$ cat src/rtl/wb_commit_unit_if.sv
// MEM -> WB handshake plus register-file write port and status outputs.
// Latency: none, wires only.
// Backpressure: wb_ready from WB gates acceptance of mem_valid.
// Ports: mem_* and mem_rdata/_vld are driven by MEM; wb_ready, the
//        register-file write port (write_back_en/dest_wb/result_wb)
//        and the status outputs are driven by WB.
interface wb_commit_unit_if #(
    parameter int DATA_W = 32,
    parameter int ADDR_W = 4,
    parameter int CNT_W  = 16
) ();
    logic              mem_valid;
    logic              mem_wb_en;
    logic              mem_r_en;
    logic [ADDR_W-1:0] mem_dest;
    logic [DATA_W-1:0] mem_alu_res;
    logic [DATA_W-1:0] mem_rdata;
    logic              mem_rdata_vld;
    logic              wb_ready;
    logic              write_back_en;
    logic [ADDR_W-1:0] dest_wb;
    logic [DATA_W-1:0] result_wb;
    logic              illegal_dest;
    logic              load_timeout;
    logic [CNT_W-1:0]  retire_count;

    // MEM stage / register-file observer side
    modport master (
        output mem_valid, mem_wb_en, mem_r_en, mem_dest, mem_alu_res,
               mem_rdata, mem_rdata_vld,
        input  wb_ready, write_back_en, dest_wb, result_wb,
               illegal_dest, load_timeout, retire_count
    );

    // Write-back stage side
    modport slave (
        input  mem_valid, mem_wb_en, mem_r_en, mem_dest, mem_alu_res,
               mem_rdata, mem_rdata_vld,
        output wb_ready, write_back_en, dest_wb, result_wb,
               illegal_dest, load_timeout, retire_count
    );
endinterface

$ cat src/rtl/wb_commit_unit.sv
// Write-back stage: retires one instruction per cycle, holding loads until data returns.
// Latency: non-load accepted at posedge N drives write_back_en from posedge N+1 to N+2.
// Backpressure: wb_ready drops while a load waits for memory data (bounded by LOAD_TIMEOUT).
// Ports: clk, rst (sync, active-high); bus (slave) carries the MEM handshake,
//        the registered register-file write port, illegal_dest / load_timeout
//        pulses and the retire_count counter.
module wb_commit_unit #(
    parameter int DATA_W       = 32,
    parameter int ADDR_W       = 4,
    parameter int NUM_REGS     = 15,
    parameter int LOAD_TIMEOUT = 15,
    parameter int CNT_W        = 16
) (
    input  logic             clk,
    input  logic             rst,
    wb_commit_unit_if.slave  bus
);
    localparam int TW = $clog2(LOAD_TIMEOUT + 1);
    localparam logic [ADDR_W:0] NUM_REGS_W = (ADDR_W + 1)'(NUM_REGS);

    typedef enum logic [1:0] {EMPTY, WAIT_DATA, COMMIT} state_t;

    state_t            state_q, state_d;
    logic [TW-1:0]     wait_cnt_q;
    logic              wb_en_q;
    logic [ADDR_W-1:0] dest_q;
    logic [DATA_W-1:0] result_q;

    logic              write_back_en_q;
    logic [ADDR_W-1:0] dest_wb_q;
    logic [DATA_W-1:0] result_wb_q;
    logic              illegal_dest_q;
    logic              load_timeout_q;
    logic [CNT_W-1:0]  retire_count_q;

    logic accept, take_entry, take_alu, take_rdata, to_timeout;
    logic dest_ok, do_write, do_illegal;

    assign bus.wb_ready = (state_q != WAIT_DATA);
    assign accept       = bus.mem_valid & bus.wb_ready;

    // Writes are resolved at the edge that closes the COMMIT cycle, so the
    // register file sees a stable port for the whole following cycle.
    assign dest_ok    = ({1'b0, dest_q} < NUM_REGS_W);
    assign do_write   = (state_q == COMMIT) & wb_en_q & dest_ok;
    assign do_illegal = (state_q == COMMIT) & wb_en_q & ~dest_ok;

    always_comb begin
        state_d    = state_q;
        take_entry = 1'b0;
        take_alu   = 1'b0;
        take_rdata = 1'b0;
        to_timeout = 1'b0;
        case (state_q)
            EMPTY, COMMIT: begin
                state_d = EMPTY;
                if (accept) begin
                    take_entry = 1'b1;
                    if (!bus.mem_r_en) begin
                        take_alu = 1'b1;
                        state_d  = COMMIT;
                    end else if (bus.mem_rdata_vld) begin
                        take_rdata = 1'b1;
                        state_d    = COMMIT;
                    end else begin
                        state_d = WAIT_DATA;
                    end
                end
            end
            WAIT_DATA: begin
                // Data arriving on the final wait cycle still wins over the timeout.
                if (bus.mem_rdata_vld) begin
                    take_rdata = 1'b1;
                    state_d    = COMMIT;
                end else if (wait_cnt_q == TW'(LOAD_TIMEOUT - 1)) begin
                    to_timeout = 1'b1;
                    state_d    = EMPTY;
                end
            end
            default: state_d = EMPTY;
        endcase
    end

    always_ff @(posedge clk) begin
        if (rst) begin
            state_q         <= EMPTY;
            wait_cnt_q      <= '0;
            wb_en_q         <= 1'b0;
            dest_q          <= '0;
            result_q        <= '0;
            write_back_en_q <= 1'b0;
            dest_wb_q       <= '0;
            result_wb_q     <= '0;
            illegal_dest_q  <= 1'b0;
            load_timeout_q  <= 1'b0;
            retire_count_q  <= '0;
        end else begin
            state_q         <= state_d;
            write_back_en_q <= do_write;
            illegal_dest_q  <= do_illegal;
            load_timeout_q  <= to_timeout;
            if (state_q == COMMIT) begin
                dest_wb_q   <= dest_q;
                result_wb_q <= result_q;
            end
            if (do_write)
                retire_count_q <= retire_count_q + CNT_W'(1);
            if (take_entry) begin
                wb_en_q    <= bus.mem_wb_en;
                dest_q     <= bus.mem_dest;
                wait_cnt_q <= '0;
            end
            if (take_alu)
                result_q <= bus.mem_alu_res;
            if (take_rdata)
                result_q <= bus.mem_rdata;
            if (state_q == WAIT_DATA && !bus.mem_rdata_vld)
                wait_cnt_q <= wait_cnt_q + TW'(1);
        end
    end

    assign bus.write_back_en = write_back_en_q;
    assign bus.dest_wb       = dest_wb_q;
    assign bus.result_wb     = result_wb_q;
    assign bus.illegal_dest  = illegal_dest_q;
    assign bus.load_timeout  = load_timeout_q;
    assign bus.retire_count  = retire_count_q;
endmodule
$ cat src/flat_wrapper.sv
// flat-port wrapper written by rule: the top's interface ports become plain ports
module wb_commit_unit_flat 
#(
    parameter int DATA_W       = 32,
    parameter int ADDR_W       = 4,
    parameter int NUM_REGS     = 15,
    parameter int LOAD_TIMEOUT = 15,
    parameter int CNT_W        = 16
)
  (clk, rst, bus_mem_valid, bus_mem_wb_en, bus_mem_r_en, bus_mem_dest, bus_mem_alu_res, bus_mem_rdata, bus_mem_rdata_vld, bus_wb_ready, bus_write_back_en, bus_dest_wb, bus_result_wb, bus_illegal_dest, bus_load_timeout, bus_retire_count);
  wb_commit_unit_if #(.DATA_W(DATA_W), .ADDR_W(ADDR_W), .CNT_W(CNT_W)) bus_i ();
  input  logic clk;
  input  logic rst;
  input wire logic [$bits(bus_i.mem_valid)-1:0] bus_mem_valid;
  input wire logic [$bits(bus_i.mem_wb_en)-1:0] bus_mem_wb_en;
  input wire logic [$bits(bus_i.mem_r_en)-1:0] bus_mem_r_en;
  input wire logic [$bits(bus_i.mem_dest)-1:0] bus_mem_dest;
  input wire logic [$bits(bus_i.mem_alu_res)-1:0] bus_mem_alu_res;
  input wire logic [$bits(bus_i.mem_rdata)-1:0] bus_mem_rdata;
  input wire logic [$bits(bus_i.mem_rdata_vld)-1:0] bus_mem_rdata_vld;
  output wire logic [$bits(bus_i.wb_ready)-1:0] bus_wb_ready;
  output wire logic [$bits(bus_i.write_back_en)-1:0] bus_write_back_en;
  output wire logic [$bits(bus_i.dest_wb)-1:0] bus_dest_wb;
  output wire logic [$bits(bus_i.result_wb)-1:0] bus_result_wb;
  output wire logic [$bits(bus_i.illegal_dest)-1:0] bus_illegal_dest;
  output wire logic [$bits(bus_i.load_timeout)-1:0] bus_load_timeout;
  output wire logic [$bits(bus_i.retire_count)-1:0] bus_retire_count;
  assign bus_i.mem_valid = bus_mem_valid;
  assign bus_i.mem_wb_en = bus_mem_wb_en;
  assign bus_i.mem_r_en = bus_mem_r_en;
  assign bus_i.mem_dest = bus_mem_dest;
  assign bus_i.mem_alu_res = bus_mem_alu_res;
  assign bus_i.mem_rdata = bus_mem_rdata;
  assign bus_i.mem_rdata_vld = bus_mem_rdata_vld;
  assign bus_wb_ready = bus_i.wb_ready;
  assign bus_write_back_en = bus_i.write_back_en;
  assign bus_dest_wb = bus_i.dest_wb;
  assign bus_result_wb = bus_i.result_wb;
  assign bus_illegal_dest = bus_i.illegal_dest;
  assign bus_load_timeout = bus_i.load_timeout;
  assign bus_retire_count = bus_i.retire_count;
  wb_commit_unit #(.DATA_W(DATA_W), .ADDR_W(ADDR_W), .NUM_REGS(NUM_REGS), .LOAD_TIMEOUT(LOAD_TIMEOUT), .CNT_W(CNT_W)) u_core (.clk(clk), .rst(rst), .bus(bus_i));
endmodule
$ cat config.mk
export PLATFORM = sky130hd
export DESIGN_NAME = wb_commit_unit_flat
export DESIGN_NICKNAME = d
export VERILOG_FILES = /design/src/rtl/wb_commit_unit_if.sv /design/src/rtl/wb_commit_unit.sv /design/src/flat_wrapper.sv
export SDC_FILE = /design/constraint.sdc
export NUM_CORES = 1
export LEC_CHECK = 0
export BUFFER_PORTS_ARGS = -buffer_cell sky130_fd_sc_hd__buf_4
export CORE_ASPECT_RATIO = 1.25
export CORE_UTILIZATION = 53
export DETAILED_ROUTE_END_ITERATION = 10
export HOLD_SLACK_MARGIN = 0.02
export PLACE_DENSITY = 0.89
export SYNTH_ARGS = -nofsm -noshare
export SYNTH_HDL_FRONTEND = slang
export SYNTH_SLANG_ARGS = --single-unit
$ cat constraint.sdc
create_clock -name clk -period 3 [get_ports clk]
set_input_delay 0 -clock clk [delete_from_list [all_inputs] [get_ports clk]]
set_output_delay 0 -clock clk [all_outputs]
set_load 0.05 [all_outputs]
==> qor.yml, run 1 <==
sta:
  fin_crit_sh: 0.822
  hold_viol_final: 0
  setup_tns_ps: 0
  drv_slew: 0
  setup_viol: 0
  tightest_slew_ps: 759
  rsz0062_at_grt: "no"
  postLayoutSetupSlackWorst_ps: 533
  min_period_ps: 2470
  whs_ps: 168
  relSlewSlack: 0.494
  fin_skew_ps: 12.8
  max_freq_mhz: 405
cts:
  cts_repair_resize_count: 0
  clk_latency_ps: 360
  cts_buffer_depth: 2
  cts_max_level: 3
  cts-root-buf: "clkbuf_8"
  cts_tree: "done"
  post-cts-setup-buffers: 0
  cts_buffers: 9
  clock_sinks: 98
  path_clk_slew_ps: 90
logic_synthesis:
  synth_fp_nets: 501
  seq_area_frac_synth: 0.520
  ys_ff_latch: 98
  yosysUniqueCellTypes: 37
  ys_warn_count: 0
  syn_inst: 424
  syn_area_um2: 3770
  avgSynthCellArea_um2: 8.90
floorplanning:
  ioPinCount: 130
  die_w_um: 77.5
  initial_core_util: 0.544
  coreArea_um2: 6930
  dieArea_um2: 7460
  rows: 34
  die_y_um: 96.3
layout:
  syn_to_final_growth_pct: 52.5
  final_cells: 707
  drive_gt1_frac: 0.259
  final_common_cell: "buf_4"
  fillers: 395
  nets: 689
  final_cell_mix: "buf_4, dfxtp_1, nand2_1, dlygate4sd3_1, a21oi_1"
  antenna_cells: 0
critical_path:
  worstReg2RegStart: "u_core.state_q[0]"
  crit_path_start_kind: "flip-flop"
  cp.arrival_ps: 2700
  required_ps: 3240
  crit_type: "flip-flop to flip-flop"
  end_kind: "flip-flop"
  r2r_cells: 6
  worstSetupStartpoint: "u_core.state_q[0]"
  path_max_fanout: 32
route:
  routedWlPerCell_um: 17.1
  drt-total-wl_mm: 12.1
  drtPass1Iterations: 9
  ant_nets: 0
  drt-initial-drc-count: 284
  post-route-drc-count: 2
  vias_per_cell: 5.71
  via_count: 4037
min_path:
  hp-start: "bus_mem_valid"
  hold_path.class: "input pin to flip-flop"
  min_path_cells: 4
power_and_ir_drop:
  total_leakage_power_uw: 0.00243
  power_density_nw_per_um2: 487
  ir_worst_vdd_v: 0.000305
grt:
  grt_start_max_net_pins: 70
  grt_first_pass_wirelength_mm: 18.3
  overflow: 0
  grt_pass1_vias: 3986
  antenna_found_initial: 0
  grtUsageTotal: 0.321
run_status:
  violations: "DRC"
  status: "complete, but fails checks"
job:
  cap_violations: 0
placement:
  dp_hpwl_mm: 6.31
  post-place-ws_ps: 1120
  gp_congestion: 0.787
  dp.cells: 619
  port_buffers: 129
[path summary, 6_finish.rpt]
kind	endpoint	slack, ps
worst max register to register	u_core.result_q[29]	530
worst max-delay path	u_core.result_q[29]	530
worst min register to register	u_core.bus.result_wb[29]	460
worst min-delay path	u_core.dest_q[1]	170
[routing by layer]
metal  up-vias  GRT usage  part of all wire
met5         -          0                 0
met4         0      0.208             0.041
met3        52     0.0701             0.072
met2       235      0.585              0.52
met1      1901      0.334              0.37
li1       1849          -                 -
[cell usage after synthesis (all sizes together)]
| cell type | instances | share of area |
|---|---|---|
| nor2b | 2 | 0.0033 |
| nor4 | 3 | 0.0050 |
| a22oi | 1 | 0.0020 |
| nand4 | 5 | 0.0083 |
| o21bai | 1 | 0.0020 |
| or3 | 8 | 0.014 |
| nor3b | 2 | 0.0040 |
| nor2 | 14 | 0.014 |
| nand2b | 2 | 0.0033 |
| dfxtp | 98 | 0.52 |
| o21ai | 7 | 0.0093 |
| buf | 4 | 0.0070 |
| and2 | 32 | 0.053 |
| and4 | 2 | 0.0053 |
| o211ai | 1 | 0.0020 |
| nand3 | 9 | 0.012 |
| ha | 3 | 0.010 |
| a21oi | 55 | 0.073 |
| xor2 | 3 | 0.0070 |
| inv | 5 | 0.0050 |
| mux2i | 1 | 0.0027 |
| or2 | 2 | 0.0033 |
| nand2 | 88 | 0.088 |
| nor3 | 6 | 0.0080 |
| a31oi | 1 | 0.0017 |
| or4 | 3 | 0.0070 |
| and2b | 1 | 0.0020 |
| or3b | 1 | 0.0023 |
| nor4b | 1 | 0.0023 |
| nand3b | 1 | 0.0030 |
| xnor2 | 5 | 0.012 |
| clkbuf | 25 | 0.025 |
| a221o | 32 | 0.085 |
[cell type report]
class                           instances  area (um^2)  area share
Clock inverter                          7          123      0.0213
Multi-Input combinational cell        292         1690       0.293
Sequential cell                        98         1960       0.341
Inverter                                5         18.8     0.00326
Tap cell                               90          113      0.0196
Timing Repair Buffer                  206         1730       0.300
Clock buffer                            9          124      0.0215
[critical path, stage by stage (launching register included)]
cell,delay [ps]
dfxtp_1,370
nand2b_1,350
o21bai_1,280
a21oi_2,80
buf_4,270
a221o_1,390
dlygate4sd3_1,590
[power by group]
group	leakage [uW]	switching (uW)	total, uW	internal (uW)
sequential	0.000797	38.1	1390	1350
combinational	0.00152	173	371	198
clock	0.000116	481	1040	560
[sequential cells by signal (all words and copies together) (netlist names)]
signal,count
u_core.result_q,32
u_core.bus.retire_count,16
u_core.bus.load_timeout,1
u_core.bus.result_wb,32
u_core.wb_en_q,1
u_core.wait_cnt_q,4
u_core.dest_q,4
u_core.bus.illegal_dest,1
u_core.bus.write_back_en,1
u_core.state_q,2
u_core.bus.dest_wb,4
[logic make-up after synthesis]
group | count (synthesis) | synth area share
buffers and inverters | 34 | 0.0368
adder cells (fa/ha/maj) | 3 | 0.00995
XOR/XNOR | 8 | 0.0186
AO/OA/AOI/OAI | 98 | 0.175
AND/OR/NAND/NOR | 182 | 0.237
flip-flops | 98 | 0.520
multiplexers | 1 | 0.00265
[through the flow]
step                instance area (um^2)   util  total power [uW]
finish                              5750  0.829              2800
global route                        5750  0.829              2880
detailed placement                  4780  0.690              1680
CTS                                 5750  0.829              2760
global placement                    4780  0.690              1670
floorplan                           3770      -              1550
[what timing repair did]
action | in CTS | in global routing
endpoints found under the setup margin | 0 | 0
hold buffers | 72 | 0
hold endpoints to repair | 39 | 0
Note: power is estimated with default switching activity, not from simulation.
==> run 2, diff against run 1 <==
--- a/config.mk
+++ b/config.mk
@@ -7,10 +7,10 @@
 export LEC_CHECK = 0
 export BUFFER_PORTS_ARGS = -buffer_cell sky130_fd_sc_hd__buf_4
 export CORE_ASPECT_RATIO = 1.25
-export CORE_UTILIZATION = 53
+export CORE_UTILIZATION = 50
 export DETAILED_ROUTE_END_ITERATION = 10
 export HOLD_SLACK_MARGIN = 0.02
-export PLACE_DENSITY = 0.89
+export PLACE_DENSITY = 0.85
 export SYNTH_ARGS = -nofsm -noshare
 export SYNTH_HDL_FRONTEND = slang
 export SYNTH_SLANG_ARGS = --single-unit
==> constraint.sdc (replaced) <==
create_clock -name clk -period 2.4 [get_ports clk]
set_input_delay 0 -clock clk [delete_from_list [all_inputs] [get_ports clk]]
set_output_delay 0 -clock clk [all_outputs]
set_load 0.05 [all_outputs]
==> qor.yml, run 2 (same netlist as run 1, synthesis figures left out) <==
run_status:
  status: "finished, final reports clean"
layout:
  drive_gt1_frac: 0.265
  nets: 692
  final_cell_mix: "buf_4, dfxtp_1, nand2_1, dlygate4sd3_1, a21oi_1"
  syn_to_final_growth_pct: 52.4
  final_cells: 712
  antenna_cells: 0
  final_common_cell: "buf_4"
cts:
  path_clk_slew_ps: 100
  cts_max_level: 3
  clock_sinks: 98
  cts_buffer_depth: 2
  cts_tree: "done"
  cts-root-buf: "clkbuf_8"
  cts_buffers: 9
  clk_latency_ps: 350
  cts_repair_resize_count: 0
placement:
  dp_hpwl_mm: 6.54
  port_buffers: 129
  post-place-ws_ps: 306
  dp.cells: 625
  gp_congestion: 0.802
critical_path:
  crit_type: "flip-flop to flip-flop"
  critPathTopFamily: "compound AO/OA/AOI/OAI gates"
  required_ps: 2700
  critPathMaxStageDelay_ps: 830
  worstSetupStartpoint: "u_core.state_q[0]"
  path_max_fanout: 23
  path_cells: "nand2b_1 > nand2_1 > a21oi_2 > buf_4 > a221o_1"
  worstReg2RegStart: "u_core.state_q[0]"
  path_buf_inv: 1
  critPathSlowestCell: "a21oi_2"
  end_kind: "flip-flop"
  cp.arrival_ps: 2440
  crit_path_start_kind: "flip-flop"
min_path:
  hold_path.class: "input pin to flip-flop"
  hp-start: "bus_mem_valid"
grt:
  grt_first_pass_wirelength_mm: 18.4
  use_met3: 0.0670
  grtUsageTotal: 0.304
  antenna_found_initial: 0
  grt_use_met1: 0.322
  grt_start_max_net_pins: 43
  grt.busiest_layer: "met2"
  gr-usage-met2: 0.538
  overflow: 0
  grt_pass1_vias: 3961
sta:
  fin_crit_sh: 0.889
  min_period_ps: 2130
  fin_skew_ps: 11.2
  setup_viol: 0
  relSlewSlack: 0.296
  tightest_slew_ps: 1060
  postLayoutSetupSlackWorst_ps: 268
  max_freq_mhz: 469
  rsz0062_at_grt: "no"
  setup_tns_ps: 0
  hold_viol_final: 0
  drv_slew: 0
route:
  drt-initial-drc-count: 209
  drt-total-wl_mm: 11.5
  vias_per_cell: 5.54
  via_count: 3941
  ant_nets: 0
  routedWlPerCell_um: 16.2
  post-route-drc-count: 0
  drtPass1Iterations: 5
floorplanning:
  coreArea_um2: 7360
  die_w_um: 79.7
  ioPinCount: 130
  die_y_um: 99.1
  dieArea_um2: 7900
  initial_core_util: 0.513
  rows: 35
power_and_ir_drop:
  power_density_nw_per_um2: 584
  total_leakage_power_uw: 0.00237
  ir_worst_vdd_v: 0.000407
job:
  cap_violations: 0
[run 2: cell count changes in the layout (fill, tap and decap cells not counted), sizes merged]
cell and delta:
dlygate4sd3 -1, buf +4, clkinvlp -1, bufinv -1, clkinv +1, inv +1
[run 2: area by class of cell]
type,instances,area (um^2)
multi-input cells,292,1690
inverters,5,18.8
flip-flops and latches,98,1960
well taps,92,115
fillers,495,1610
clock inverters,7,98.8
repair buffers,209,1750
clock buffers,9,124
[run 2: per-stage QoR]
stage	power [uW]	hold slack [ps]	utilization	area (um^2)
after global placement	2090	220	0.655	4820
after CTS	3340	51.7	0.782	5750
after floorplan	1940	79.3	-	3770
after detailed placement	2100	225	0.655	4820
final	3360	54.8	0.782	5750
after global routing	3480	76.5	0.782	5750
[run 2: path summary, 6_finish.rpt]
| path | end | slack, ps | cells past startpoint |
|---|---|---|---|
| worst min-delay path | u_core.wb_en_q | 50 | 4 |
| worst max register to register | u_core.result_q[29] | 270 | 5 |
| worst max-delay path | u_core.result_q[29] | 270 | 5 |
| worst min register to register | u_core.bus.result_wb[19] | 460 | 2 |
[run 2: where the power goes]
group | internal (uW) | switching [uW] | total, uW
Clock | 597 | 580 | 1180
Sequential | 1690 | 44.2 | 1730
Combinational | 236 | 214 | 450
[run 2: timing repair]
action	in CTS	in global routing
setup buffers	0	0
endpoints found under the hold margin	39	0
hold buffers	71	0
[run 2: layer usage]
layer | wire (um) | vias up
li1 | - | 1855
met1 | 4220 | 1845
met2 | 5920 | 189
met3 | 771 | 52
met4 | 597 | 0
met5 | 0 | -
[run 2: tightest hold or removal path: cells and delay by family]
family                 cells  cell delay [ps]
AND/OR/NAND/NOR            2              230
buffers and inverters      1               80
AO/OA/AOI/OAI              1               50
==> run 3, diff against run 2 <==
--- a/config.mk
+++ b/config.mk
@@ -7,10 +7,11 @@
 export LEC_CHECK = 0
 export BUFFER_PORTS_ARGS = -buffer_cell sky130_fd_sc_hd__buf_4
 export CORE_ASPECT_RATIO = 1.25
-export CORE_UTILIZATION = 50
+export CORE_MARGIN = 5
+export CORE_UTILIZATION = 45
 export DETAILED_ROUTE_END_ITERATION = 10
 export HOLD_SLACK_MARGIN = 0.02
-export PLACE_DENSITY = 0.85
+export PLACE_DENSITY = 0.81
 export SYNTH_ARGS = -nofsm -noshare
 export SYNTH_HDL_FRONTEND = slang
 export SYNTH_SLANG_ARGS = --single-unit
==> constraint.sdc (replaced) <==
create_clock -name clk -period 1.8 [get_ports clk]
set_input_delay 0 -clock clk [delete_from_list [all_inputs] [get_ports clk]]
set_output_delay 0 -clock clk [all_outputs]
set_load 0.05 [all_outputs]
==> qor.yml, run 3 (same netlist as run 1, synthesis figures left out) <==
layout:
  final_common_cell: "buf_4"
  syn_to_final_growth_pct: 55.8
  antenna_cells: 0
  finalInstanceArea_um2: 5880
  nets: 703
  drive_gt1_frac: 0.290
  final_cell_mix: "buf_4, dfxtp_1, nand2_1, dlygate4sd3_1, a21oi_1"
min_path:
  hp-start: "bus_mem_valid"
  hold_path.class: "input pin to flip-flop"
  min_path_cells: 4
cts:
  cts_buffer_depth: 2
  cts_max_level: 3
  cts-root-buf: "clkbuf_8"
  path_clk_slew_ps: 90
  clock_sinks: 98
  clk_latency_ps: 350
  cts_tree: "done"
  cts_buffers: 9
floorplanning:
  coreArea_um2: 8190
  die_w_um: 91.9
  initial_core_util: 0.460
  die_y_um: 112
  dieArea_um2: 10300
  ioPinCount: 130
  rows: 37
critical_path:
  path_cells: "and4_4 > or3_2 > or4_1 > a21oi_2"
  required_ps: 2090
  end_kind: "flip-flop"
  crit_type: "flip-flop to flip-flop"
  path_max_fanout: 7
  critPathMaxStageDelay_ps: 500
  worstReg2RegStart: "u_core.dest_q[3]"
  crit_path_start_kind: "flip-flop"
  worstSetupStartpoint: "u_core.dest_q[3]"
  critPathSlowestCell: "or4_1"
  cp.arrival_ps: 2020
  r2r_cells: 4
sta:
  fin_skew_ps: 6.11
  drv_slew: 0
  rsz0062_at_grt: "no"
  min_period_ps: 1730
  postLayoutSetupSlackWorst_ps: 71.4
  relSlewSlack: 0.704
  setup_viol: 0
  whs_ps: 152
  tightest_slew_ps: 444
  fin_crit_sh: 0.960
  hold_viol_final: 0
  max_freq_mhz: 578
route:
  drtPass1Iterations: 4
  ant_nets: 0
  drt-total-wl_mm: 10.9
  routedWlPerCell_um: 15.0
  drt-initial-drc-count: 155
  via_count: 3768
  vias_per_cell: 5.18
  post-route-drc-count: 0
grt:
  overflow: 0
  antenna_found_initial: 0
  grtUsageTotal: 0.212
  grt_pass1_vias: 3726
  grt_first_pass_wirelength_mm: 17.7
  grt_start_max_net_pins: 61
placement:
  place_area_um2: 4920
  port_buffers: 129
  post-place-ws_ps: 33.8
  dp_hpwl_mm: 7.24
  gp_congestion: 0.825
power_and_ir_drop:
  power_density_nw_per_um2: 723
  ir_worst_vdd_v: 0.000439
  total_leakage_power_uw: 0.00246
  power_uw: 4250
run_status:
  status: "finished, final reports clean"
job:
  cap_violations: 0
[run 3: cell count changes in the layout (fill, tap and decap cells not counted), moves of 2 or more]
cell | previous run | this run
dfxtp_1 | 98 | 90
buf_4 | 138 | 144
clkbuf_8 | 9 | 13
dfxtp_2 | 0 | 4
dfxtp_4 | 0 | 4
inv_6 | 3 | 0
buf_12 | 0 | 2
bufinv_16 | 2 | 0
dlygate4sd3_1 | 71 | 73
[run 3: layout make-up]
| class | instances | area, um^2 |
|---|---|---|
| Sequential cell | 98 | 1980 |
| Clock inverter | 2 | 10.0 |
| Clock buffer | 13 | 179 |
| Tap cell | 97 | 121 |
| Timing Repair Buffer | 220 | 1860 |
| Fill cell | 596 | 2320 |
| Inverter | 5 | 18.8 |
| Multi-Input combinational cell | 292 | 1700 |
[run 3: repair_timing]
action	CTS	global route
hold endpoints to repair	45	0
setup buffers	0	2
endpoints found under the setup margin	0	35
gates resized for setup	0	5
hold buffers	73	0
[run 3: worst paths after layout]
path,end,slack (ps)
worst max-delay path,u_core.bus.retire_count[9],70
worst min-delay path,u_core.wait_cnt_q[2],150
worst max register to register,u_core.bus.retire_count[9],70
worst min register to register,u_core.bus.result_wb[20],460
[run 3: routing by layer]
layer | global-route usage | vias to the layer above | wire [um]
li1 | - | 1883 | -
met1 | 0.229 | 1754 | 4170
met2 | 0.392 | 106 | 5860
met3 | 0.0483 | 25 | 583
met4 | 0.0882 | 0 | 277
met5 | 0 | - | 0
[run 3: worst max-delay path: cells and delay by family (launching register included)]
family,cells,cell delay (ps)
AND/OR/NAND/NOR,3,1200
flip-flops,1,320
AO/OA/AOI/OAI,1,150
[run 3: where the power goes]
part / total (uW) / internal [uW] / switching, uW
registers: 2290 / 2240 / 49.8
clock network: 1340 / 642 / 696
logic: 616 / 336 / 280
total: 4250 / 3220 / 1030
[run 3: through the flow]
step	util	instances	setup TNS [ps]
after CTS	0.713	725	0
after global routing	0.717	727	0
after detailed placement	0.601	637	0
after global placement	0.601	637	0
final	0.717	727	0
after floorplan	-	424	-21.8
